===== src/rtl/vga_pkg.sv =====
// Shared VGA constants, colour type and the per-axis bounce step used by pixel_gen_ball.
package vga_pkg;

  localparam int H_DISPLAY = 640;
  localparam int V_DISPLAY = 480;

  typedef logic [11:0] rgb12;

  localparam rgb12 COLOR_BLACK = 12'h000;
  localparam rgb12 COLOR_RED   = 12'hF00;
  localparam rgb12 COLOR_BLUE  = 12'h00F;

  localparam logic DIR_POS = 1'b0;
  localparam logic DIR_NEG = 1'b1;

  typedef struct packed {
    logic [9:0] pos;
    logic       dir;
    logic       flip;
  } axis_t;

  // One frame of motion on a single axis; sums are kept in 11 bits so the limit test cannot wrap.
  function automatic axis_t step_axis(input logic [9:0] pos, input logic dir,
                                      input logic [10:0] limit, input logic [10:0] vel);
    axis_t      r;
    logic [10:0] nxt;
    r.pos  = pos;
    r.dir  = dir;
    r.flip = 1'b0;
    nxt    = {1'b0, pos} + vel;
    if (dir == DIR_POS) begin
      if (nxt >= limit) begin
        r.pos  = limit[9:0];
        r.dir  = DIR_NEG;
        r.flip = 1'b1;
      end else begin
        r.pos = nxt[9:0];
      end
    end else begin
      if ({1'b0, pos} <= vel) begin
        r.pos  = '0;
        r.dir  = DIR_POS;
        r.flip = 1'b1;
      end else begin
        r.pos = pos - vel[9:0];
      end
    end
    return r;
  endfunction

endpackage


===== src/rtl/pixel_gen_ball_if.sv =====
// Video timing bundle from vga_controller (master) to the pixel generator (slave).
interface pixel_gen_ball_if;
  logic       video_on;
  logic       p_tick;
  logic       refresh_tick;
  logic [9:0] x;
  logic [9:0] y;

  modport master (output video_on, p_tick, refresh_tick, x, y);
  modport slave  (input  video_on, p_tick, refresh_tick, x, y);
endinterface


===== src/rtl/ball_rom.sv =====
// 8x8 circular ball mask: one row per address, bit n set when column n is inside the circle.
module ball_rom (
  input  logic [2:0] row,
  output logic [7:0] col_bits
);

  always_comb begin
    col_bits = 8'h00;
    case (row)
      3'd0:    col_bits = 8'h3C;
      3'd1:    col_bits = 8'h7E;
      3'd6:    col_bits = 8'h7E;
      3'd7:    col_bits = 8'h3C;
      default: col_bits = 8'hFF;
    endcase
  end

endmodule


===== src/rtl/pixel_gen_ball.sv =====
// Bouncing-ball pixel generator behind vga_controller; registered 12-bit RGB.
// Define ROUND_BALL_EN for a round ball (masked by ball_rom, needs BALL_SIZE == 8).
module pixel_gen_ball #(
  parameter int            H_DISPLAY  = vga_pkg::H_DISPLAY,
  parameter int            V_DISPLAY  = vga_pkg::V_DISPLAY,
  parameter int            BALL_SIZE  = 8,
  parameter int            BALL_VEL   = 2,
  parameter vga_pkg::rgb12 BALL_COLOR = vga_pkg::COLOR_RED,
  parameter vga_pkg::rgb12 BG_COLOR   = vga_pkg::COLOR_BLUE
) (
  input  logic            clk_100MHz,
  input  logic            reset_n,
  pixel_gen_ball_if.slave vid,
  input  logic            enable,
  output vga_pkg::rgb12   rgb,
  output logic [9:0]      ball_x,
  output logic [9:0]      ball_y,
  output logic            bounce
);
  import vga_pkg::*;

  localparam logic [10:0] X_LIMIT = 11'(H_DISPLAY - BALL_SIZE);
  localparam logic [10:0] Y_LIMIT = 11'(V_DISPLAY - BALL_SIZE);
  localparam logic [10:0] VEL     = 11'(BALL_VEL);
  localparam logic [10:0] SIZE    = 11'(BALL_SIZE);
  localparam logic [9:0]  X_HOME  = 10'((H_DISPLAY - BALL_SIZE) / 2);
  localparam logic [9:0]  Y_HOME  = 10'((V_DISPLAY - BALL_SIZE) / 2);

  logic  dir_x, dir_y;
  axis_t nx, ny;
  logic  in_x, in_y, hit;

  always_comb begin
    nx = step_axis(ball_x, dir_x, X_LIMIT, VEL);
    ny = step_axis(ball_y, dir_y, Y_LIMIT, VEL);
  end

  // Both axes step together once per frame; bounce is a single pulse even at a corner.
  always_ff @(posedge clk_100MHz or negedge reset_n) begin
    if (!reset_n) begin
      ball_x <= X_HOME;
      ball_y <= Y_HOME;
      dir_x  <= DIR_POS;
      dir_y  <= DIR_POS;
      bounce <= 1'b0;
    end else if (vid.refresh_tick && enable) begin
      ball_x <= nx.pos;
      ball_y <= ny.pos;
      dir_x  <= nx.dir;
      dir_y  <= ny.dir;
      bounce <= nx.flip | ny.flip;
    end else begin
      bounce <= 1'b0;
    end
  end

  assign in_x = ({1'b0, vid.x} >= {1'b0, ball_x}) && ({1'b0, vid.x} < ({1'b0, ball_x} + SIZE));
  assign in_y = ({1'b0, vid.y} >= {1'b0, ball_y}) && ({1'b0, vid.y} < ({1'b0, ball_y} + SIZE));

`ifdef ROUND_BALL_EN
  logic [2:0] col_off, row_off;
  logic [7:0] mask_row;

  // Low three bits of the offset are enough because the mask is only consulted inside the box.
  assign col_off = vid.x[2:0] - ball_x[2:0];
  assign row_off = vid.y[2:0] - ball_y[2:0];

  ball_rom u_ball_rom (
    .row      (row_off),
    .col_bits (mask_row)
  );

  assign hit = in_x && in_y && mask_row[col_off];
`else
  assign hit = in_x && in_y;
`endif

  // Rendering uses the ball position before any same-cycle frame update.
  always_ff @(posedge clk_100MHz or negedge reset_n) begin
    if (!reset_n) begin
      rgb <= COLOR_BLACK;
    end else if (vid.p_tick) begin
      rgb <= vid.video_on ? (hit ? BALL_COLOR : BG_COLOR) : COLOR_BLACK;
    end
  end

endmodule


===== src/flat_wrapper.sv =====
// flat-port wrapper written by rule: the top's interface ports become plain ports
module pixel_gen_ball_flat import vga_pkg::*;
#(
  parameter int            H_DISPLAY  = vga_pkg::H_DISPLAY,
  parameter int            V_DISPLAY  = vga_pkg::V_DISPLAY,
  parameter int            BALL_SIZE  = 8,
  parameter int            BALL_VEL   = 2,
  parameter vga_pkg::rgb12 BALL_COLOR = vga_pkg::COLOR_RED,
  parameter vga_pkg::rgb12 BG_COLOR   = vga_pkg::COLOR_BLUE
)
  (clk_100MHz, reset_n, enable, rgb, ball_x, ball_y, bounce, vid_video_on, vid_p_tick, vid_refresh_tick, vid_x, vid_y);
  pixel_gen_ball_if vid_i ();
  input  logic clk_100MHz;
  input  logic reset_n;
  input  logic enable;
  output vga_pkg::rgb12 rgb;
  output logic [9:0] ball_x;
  output logic [9:0] ball_y;
  output logic bounce;
  input wire logic [$bits(vid_i.video_on)-1:0] vid_video_on;
  input wire logic [$bits(vid_i.p_tick)-1:0] vid_p_tick;
  input wire logic [$bits(vid_i.refresh_tick)-1:0] vid_refresh_tick;
  input wire logic [$bits(vid_i.x)-1:0] vid_x;
  input wire logic [$bits(vid_i.y)-1:0] vid_y;
  assign vid_i.video_on = vid_video_on;
  assign vid_i.p_tick = vid_p_tick;
  assign vid_i.refresh_tick = vid_refresh_tick;
  assign vid_i.x = vid_x;
  assign vid_i.y = vid_y;
  pixel_gen_ball #(.H_DISPLAY(H_DISPLAY), .V_DISPLAY(V_DISPLAY), .BALL_SIZE(BALL_SIZE), .BALL_VEL(BALL_VEL), .BALL_COLOR(BALL_COLOR), .BG_COLOR(BG_COLOR)) u_core (.clk_100MHz(clk_100MHz), .reset_n(reset_n), .vid(vid_i), .enable(enable), .rgb(rgb), .ball_x(ball_x), .ball_y(ball_y), .bounce(bounce));
endmodule

===== config.mk =====
export PLATFORM = sky130hd
export DESIGN_NAME = pixel_gen_ball_flat
export DESIGN_NICKNAME = d
export VERILOG_FILES = /design/src/rtl/vga_pkg.sv /design/src/rtl/pixel_gen_ball_if.sv /design/src/rtl/ball_rom.sv /design/src/rtl/pixel_gen_ball.sv /design/src/flat_wrapper.sv
export SDC_FILE = /design/constraint.sdc
export NUM_CORES = 1
export LEC_CHECK = 0
export BUFFER_PORTS_ARGS = -buffer_cell sky130_fd_sc_hd__buf_4
export CAP_MARGIN = 20
export CORE_ASPECT_RATIO = 1.4
export CORE_MARGIN = 4
export CORE_UTILIZATION = 55
export CTS_CLUSTER_SIZE = 10
export DETAILED_ROUTE_END_ITERATION = 12
export GPL_TIMING_DRIVEN = 1
export PLACE_DENSITY_LB_ADDON = 0.12
export RECOVER_POWER = 100
export SYNTH_ARGS = -nofsm -noshare
export SYNTH_HDL_FRONTEND = slang
export SYNTH_SLANG_ARGS = --single-unit
export TNS_END_PERCENT = 30

===== constraint.sdc =====
create_clock -name clk_100MHz -period 3.43 [get_ports clk_100MHz]
set_input_delay 0 -clock clk_100MHz [delete_from_list [all_inputs] [get_ports clk_100MHz]]
set_output_delay 0 -clock clk_100MHz [all_outputs]
set_load 0.01 [all_outputs]

==> results of run 1 <==
[flip-flops by register name, summed over array words and instances, names as in the netlist]
signal         count
u_core.bounce      1
u_core.ball_y      9
u_core.ball_x      9
u_core.dir_x       1
u_core.rgb         2
u_core.dir_y       1
[power groups by stage]
| stage | Combinational, mW | Sequential [mW] | Clock [mW] |
|---|---|---|---|
| 2_1_floorplan | 1.12 | 0.513 | 0 |
| 3_3_place_gp | 1.38 | 0.631 | 0 |
| 3_5_place_dp | 1.41 | 0.634 | 0 |
| 4_1_cts | 1.42 | 0.628 | 0.171 |
| 5_1_grt | 1.56 | 0.641 | 0.187 |
| 6_report | 1.37 | 0.619 | 0.168 |
[kinds of logic (layout without fill, tap and decap cells)]
family          count (synthesis)  after routing  synth area share, %
compound gates                120            120                29.27
xor+xnor                       17             17                5.034
fa+ha+maj                      42             42                17.77
buf+inv                        58             82                9.391
flops                          23             23                19.88
mux                             5              5                1.734
other cells                     1              6               0.1268
simple gates                   95             95                16.79
[cell usage after synthesis (all sizes together) (3+ instances only)]
| cell type | number |
|---|---|
| ha | 42 |
| nand2 | 26 |
| inv | 25 |
| o21ai | 23 |
| buf | 22 |
| nor2 | 19 |
| xnor2 | 17 |
| a21oi | 15 |
| dfrtp | 13 |
| a31oi | 11 |
| clkbuf | 10 |
| dfstp | 10 |
| nand3 | 10 |
| a211oi | 8 |
| a22oi | 7 |
| a211o | 6 |
| a21o | 6 |
| nor3 | 6 |
| nor4 | 6 |
| o21a | 6 |
| or4 | 6 |
| nand4 | 5 |
| and3 | 4 |
| mux2i | 4 |
| nor2b | 4 |
| o2111ai | 4 |
| a221o | 3 |
| a22o | 3 |
| and2 | 3 |
| o211ai | 3 |
| o22ai | 3 |
| o2bb2ai | 3 |
[critical path: stages (launching register included)]
cell and delay, ns:
dfstp_1 0.75, ha_1 0.32, and3_1 0.25, nand3_1 0.11
xnor2_1 0.15, ha_1 0.31, a21oi_1 0.16, a21oi_1 0.08
nor4_1 0.43, a41o_1 0.24
[worst max-delay path by stage]
stage / startpoint / to / slack, ns / cells past startpoint
after global routing: u_core.ball_x[3] / u_core.rgb[10] / 0.37 / 8
after CTS: u_core.ball_y[3] / u_core.rgb[10] / 0.72 / 9
after global placement: u_core.ball_y[3] / u_core.rgb[10] / 0.76 / 9
after detailed placement: u_core.ball_y[3] / u_core.rgb[10] / 0.74 / 9
final: u_core.ball_y[3] / u_core.rgb[10] / 0.59 / 9
after floorplan: u_core.ball_y[3] / u_core.rgb[10] / 1.0 / 10
[cell type report]
class	count	area (um^2)
inverters	26	97.59
multi-input cells	285	2095
well taps	66	82.58
repair buffers	52	327.8
fillers	522	1962
clock buffers	4	45.04
flip-flops and latches	23	588.1
[routing by layer]
metal | part of all wire, % | global-route usage (%)
met5 | 0 | 0
met3 | 3.3 | 2.130
met4 | 4.2 | 11.98
met2 | 54 | 45.66
met1 | 38 | 25.44
==> metrics.md, run 1 <==
| Metric | Value |
|---|---|
| Outcome | `complete, no violations` |
| P_int | `1.074 mW` |
| Vias in the first global route | `2809` |
| Combinational Power Share | `63.6%` |
| Cts bufs inserted | `3` |
| Required @ worst endpoint | `3.64 ns` |
| Synthesized instance count | `361` |
| Core Footprint | `0.005197 mm^2` |
| Initial antenna violation count | `0` |
| Final number of hold-violating endpoints | `0` |
| Post-synth EDFFs | `0` |
| Commonest non-fill, non-tap cell in the layout | `ha_1` |
| CTS sink count | `23` |
| Post-Syn Area per Cell | `8.193 um^2` |
| Fmax | `0.3519 GHz` |
| Setup Crit Path Kind | `register to register` |
| Postcts setup bufs | `0` |
| WP data arrival | `3.05 ns` |
| Crit path launch type | `register` |
| Clk_lat worst skew | `0.26 ns` |
| Yosys top cell by area | `ha_1` |
| GRT Overall Usage | `23.69%` |
| Net Sw Frac | `50.28%` |
| Gp weighted congestion | `0.9365` |
| Vias/cell | `6.371` |
| Starting Density | `56.91%` |
| Worst-path clk slew | `0.08 ns` |
| Largest net degree at the start of global routing | `25` |
| Cts hold-fix bufs | `2` |
| Maximum VDD drop | `0.3673 mV` |
| Reg-to-reg slack, setup | `0.59 ns` |
| R2r endpoint | `u_core.rgb[10]` |
| Initial DRC count | `251` |
| Ports | `59` |
| Design area | `0.003236 mm^2` |
| Synthesis warning total | `0` |
| Most used flip-flop cell after synthesis | `dfrtp_1` |
| Max Cap Violations | `0` |
| DIE WIDTH | `69.98 um` |
| Max Clock Skew | `0.001218 ns` |
| Drt first pass iters | `4` |
| Placed wire-length estimate | `6275 um` |
| Fin cells | `456` |
| Via count | `2905` |
| Clock root cell | `clkbuf_8` |
| Routed wire per std cell | `17.15 um` |
| Total die area | `0.006632 mm^2` |
| Crit Path Max Fanout | `11` |
| Proportion of layout cells with a drive suffix above 1 | `10.77%` |
| Standard-cell rows | `31` |
| Worst hold-check path type | `input pin to register` |
| Total Neg Setup Slack | `0 ns` |
| Pwr Total | `2.161 mW` |
| Net Sw Power | `1.086 mW` |
| Routed WL | `7821 um` |
| GRT Residual Overflow | `0` |
| Worst R2R Path Depth | `9` |
| Post-place setup slack | `0.7419 ns` |
| Area of the mapped netlist | `0.002958 mm^2` |
| # port buffers | `50` |
| Worst Hold Endpoint | `u_core.rgb[3]` |
| Final period util | `82.85%` |
| First-pass GRT wire length | `12950 um` |
| Register area share after synthesis | `19.88%` |
| Worst-margin pin slew | `1.221 ns` |
| Hold path start | `vid_p_tick` |
| Die span in y | `94.77 um` |
| Post_cts resized | `0` |
| Register share of total power | `28.6%` |
| Commonest non-fill, non-tap cells in the layout | `ha_1 (42), buf_4 (32), inv_1 (25), nand2_1 (24), o21ai_0 (23)` |
| Worst Slack Setup Final | `0.5883 ns` |
| Beginning of the worst register-to-register path | `u_core.ball_y[3]` |
| Hold-critical path depth | `3` |
| Final Max Slew Viols | `0` |
| DRC viols | `0` |
| TritonCTS clock tree | `done` |
| Placed Cells | `450` |
| Slew headroom | `18.60%` |
| Top cell type's share of synthesized area | `17.77%` |
| RSZ-0062 raised after global routing | `false` |
| Post-layout min period | `2.842 ns` |
| Yosys reg bits | `23` |
| Nets | `459` |
| H-tree levels | `1` |
| Final core utilization | `62.25%` |
| Final setup violating endpoints | `0` |
| Synth async-reset ratio | `100.0%` |
| P_leak | `1.397 nW` |
| N_diodes | `0` |
| Area grow syn2layout | `9.391%` |
| Cell Pwr Density | `667.8 mW/mm^2` |
| Synth unique cells | `60` |
| Setup crit end kind | `register` |
| Post-DP Area | `0.003254 mm^2` |
| Clock buffer depth | `2` |
| Antenna-violating nets left | `0` |
| Hold_ws | `0.07752 ns` |
| Power share of the clock group | `7.8%` |
| Synth area leaders | `ha_1 (18%), dfrtp_1 (11%), dfstp_2 (8.9%)` |
Power figures use the tool's default switching activity.
==> inputs of run 2 (changes only) <==
--- a/config.mk
+++ b/config.mk
@@ -9,7 +9,7 @@
 export CAP_MARGIN = 20
 export CORE_ASPECT_RATIO = 1.4
 export CORE_MARGIN = 4
-export CORE_UTILIZATION = 55
+export CORE_UTILIZATION = 51
 export CTS_CLUSTER_SIZE = 10
 export DETAILED_ROUTE_END_ITERATION = 12
 export GPL_TIMING_DRIVEN = 1
==> constraint.sdc (replaced) <==
create_clock -name clk_100MHz -period 2.4 [get_ports clk_100MHz]
set_input_delay 0 -clock clk_100MHz [delete_from_list [all_inputs] [get_ports clk_100MHz]]
set_output_delay 0 -clock clk_100MHz [all_outputs]
set_load 0.01 [all_outputs]
==> run 2 against run 1 <==
Sequential share of layout area fell by 1.7 points. Critical path depth rose by 1. Clock power rose by 52%. Combinational power rose by 85%. Worst hold slack got worse by 0.0056 ns.
==> metrics.md, run 2 (synthesis results as in run 1) <==
| Metric | Value |
|---|---|
| Final setup violating endpoints | `0` |
| GRT Residual Overflow | `0` |
| Clk_lat worst skew | `0.27 ns` |
| Fin cells | `487` |
| Placed wire-length estimate | `6764 um` |
| Setup crit end kind | `register` |
| Max Cap Violations | `0` |
| Setup Crit Path Kind | `register to register` |
| Slew headroom | `3.161%` |
| Worst-margin pin slew | `1.453 ns` |
| Post-DP Area | `0.003475 mm^2` |
| Vias/cell | `6.113` |
| Post-layout min period | `2.373 ns` |
| H-tree levels | `1` |
| Net Sw Frac | `47.80%` |
| Die span in y | `98.11 um` |
| GRT Overall Usage | `24.25%` |
| Fmax | `0.4214 GHz` |
| Drt first pass iters | `4` |
| Net Sw Power | `1.698 mW` |
| Outcome | `complete, no violations` |
| DIE WIDTH | `72.37 um` |
| Initial DRC count | `249` |
| Crit Path Max Fanout | `4` |
| Area grow syn2layout | `20.85%` |
| Final Max Slew Viols | `0` |
| Final number of hold-violating endpoints | `0` |
| DRC viols | `0` |
| Clock buffer depth | `2` |
| P_leak | `1.568 nW` |
| Nets | `488` |
| Maximum VDD drop | `0.5821 mV` |
| Register share of total power | `21.6%` |
| Placed Cells | `481` |
| Largest regs | `u_core.ball_x (9), u_core.ball_y (9), u_core.rgb (2)` |
| Vias in the first global route | `2934` |
| Total Neg Setup Slack | `0 ns` |
| Routed WL | `8438 um` |
| Worst hold-check path type | `input pin to register` |
| Clock root cell | `clkbuf_8` |
| N_diodes | `0` |
| Pwr Total | `3.552 mW` |
| Design area | `0.003575 mm^2` |
| TritonCTS clock tree | `done` |
| Total die area | `0.007100 mm^2` |
| Antenna-violating nets left | `0` |
| Final core utilization | `64.23%` |
| Routed wire per std cell | `17.33 um` |
| Max Clock Skew | `0.004764 ns` |
| Cell Pwr Density | `993.6 mW/mm^2` |
| RSZ-0062 raised after global routing | `true` |
| Initial antenna violation count | `0` |
| Commonest non-fill, non-tap cells in the layout | `buf_4 (67), ha_1 (39), inv_1 (23), nand2_1 (23), o21ai_0 (21)` |
| Crit path launch type | `register` |
| Gp weighted congestion | `0.9567` |
| Final period util | `98.89%` |
| Power share of the clock group | `7.2%` |
| Via count | `2977` |
| Proportion of layout cells with a drive suffix above 1 | `25.30%` |
| Ports | `59` |
| Combinational Power Share | `71.2%` |
| Standard-cell rows | `32` |
| First-pass GRT wire length | `13830 um` |
| Commonest non-fill, non-tap cell in the layout | `buf_4` |
| Starting Density | `53.15%` |
| Worst-path clk slew | `0.09 ns` |
| Cts bufs inserted | `3` |
| Core Footprint | `0.005565 mm^2` |
| WP data arrival | `2.52 ns` |
| Required @ worst endpoint | `2.55 ns` |
| CTS sink count | `23` |
| # port buffers | `50` |
| P_int | `1.854 mW` |
| Largest net degree at the start of global routing | `24` |
==> run 2: power by group through the flow <==
stage	clock network, mW	registers [mW]	logic [mW]
2_1_floorplan	0	0.734	1.60
3_3_place_gp	0	0.758	2.39
3_5_place_dp	0	0.759	2.42
6_report	0.256	0.768	2.53
4_1_cts	0.263	0.753	2.48
5_1_grt	0.283	0.801	2.82
==> run 2: critical path: stages (launching register included) <==
cell,delay (ns)
dfstp_2,0.59
inv_2,0.07
ha_4,0.26
inv_2,0.04
ha_4,0.21
a21o_1,0.16
a211oi_2,0.27
a211oi_2,0.10
nor4_1,0.30
buf_4,0.17
a31oi_1,0.08
==> run 2: routing by layer <==
layer	track usage [%]	wire (um)	vias up
met5	0	0	-
met4	11.72	291	0
met3	2.060	317	27
met2	45.47	4715	97
met1	26.31	3113	1396
li1	-	-	1457
==> run 2: repair_timing <==
| item | 4_1_cts | 5_1_grt |
|---|---|---|
| setup buffers | 0 | 0 |
| pin swaps | 4 | 7 |
| setup endpoints to repair | 2 | 7 |
| hold endpoints to repair | 24 | 0 |
| hold buffers | 2 | 0 |
| gates resized for setup | 3 | 15 |
==> run 2: area by class of cell <==
cell class,instances,area [um^2]
multi-input combinational,285,2188
inverter,26,97.59
tap,68,85.08
sequential,23,589.3
clock inverter,1,5.005
timing repair buffer,81,568.0
clock buffer,3,41.29
fill,525,1991
==> run 2: worst paths after layout <==
path	from	to	slack (ns)	depth (start not counted)
setup reg to reg	u_core.ball_y[3]	u_core.rgb[3]	0.03	10
setup / recovery	u_core.ball_y[3]	u_core.rgb[3]	0.03	10
hold / removal	vid_p_tick	u_core.rgb[3]	0.07	3
min in group asynchronous	reset_n	u_core.dir_x	0.58	2
max in group asynchronous	reset_n	u_core.ball_x[1]	0.86	2
hold reg to reg	u_core.ball_y[2]	u_core.ball_y[2]	0.64	2
==> run 2: stage by stage <==
stage / hold slack (ns) / setup WS [ns]
3_5_place_dp: -0.07483 / -0.06906
5_1_grt: 0.08867 / -0.07615
4_1_cts: 0.06677 / 0.002105
3_3_place_gp: -0.08344 / -0.004304
6_report: 0.07188 / 0.02675
2_1_floorplan: -0.2956 / 0.03373
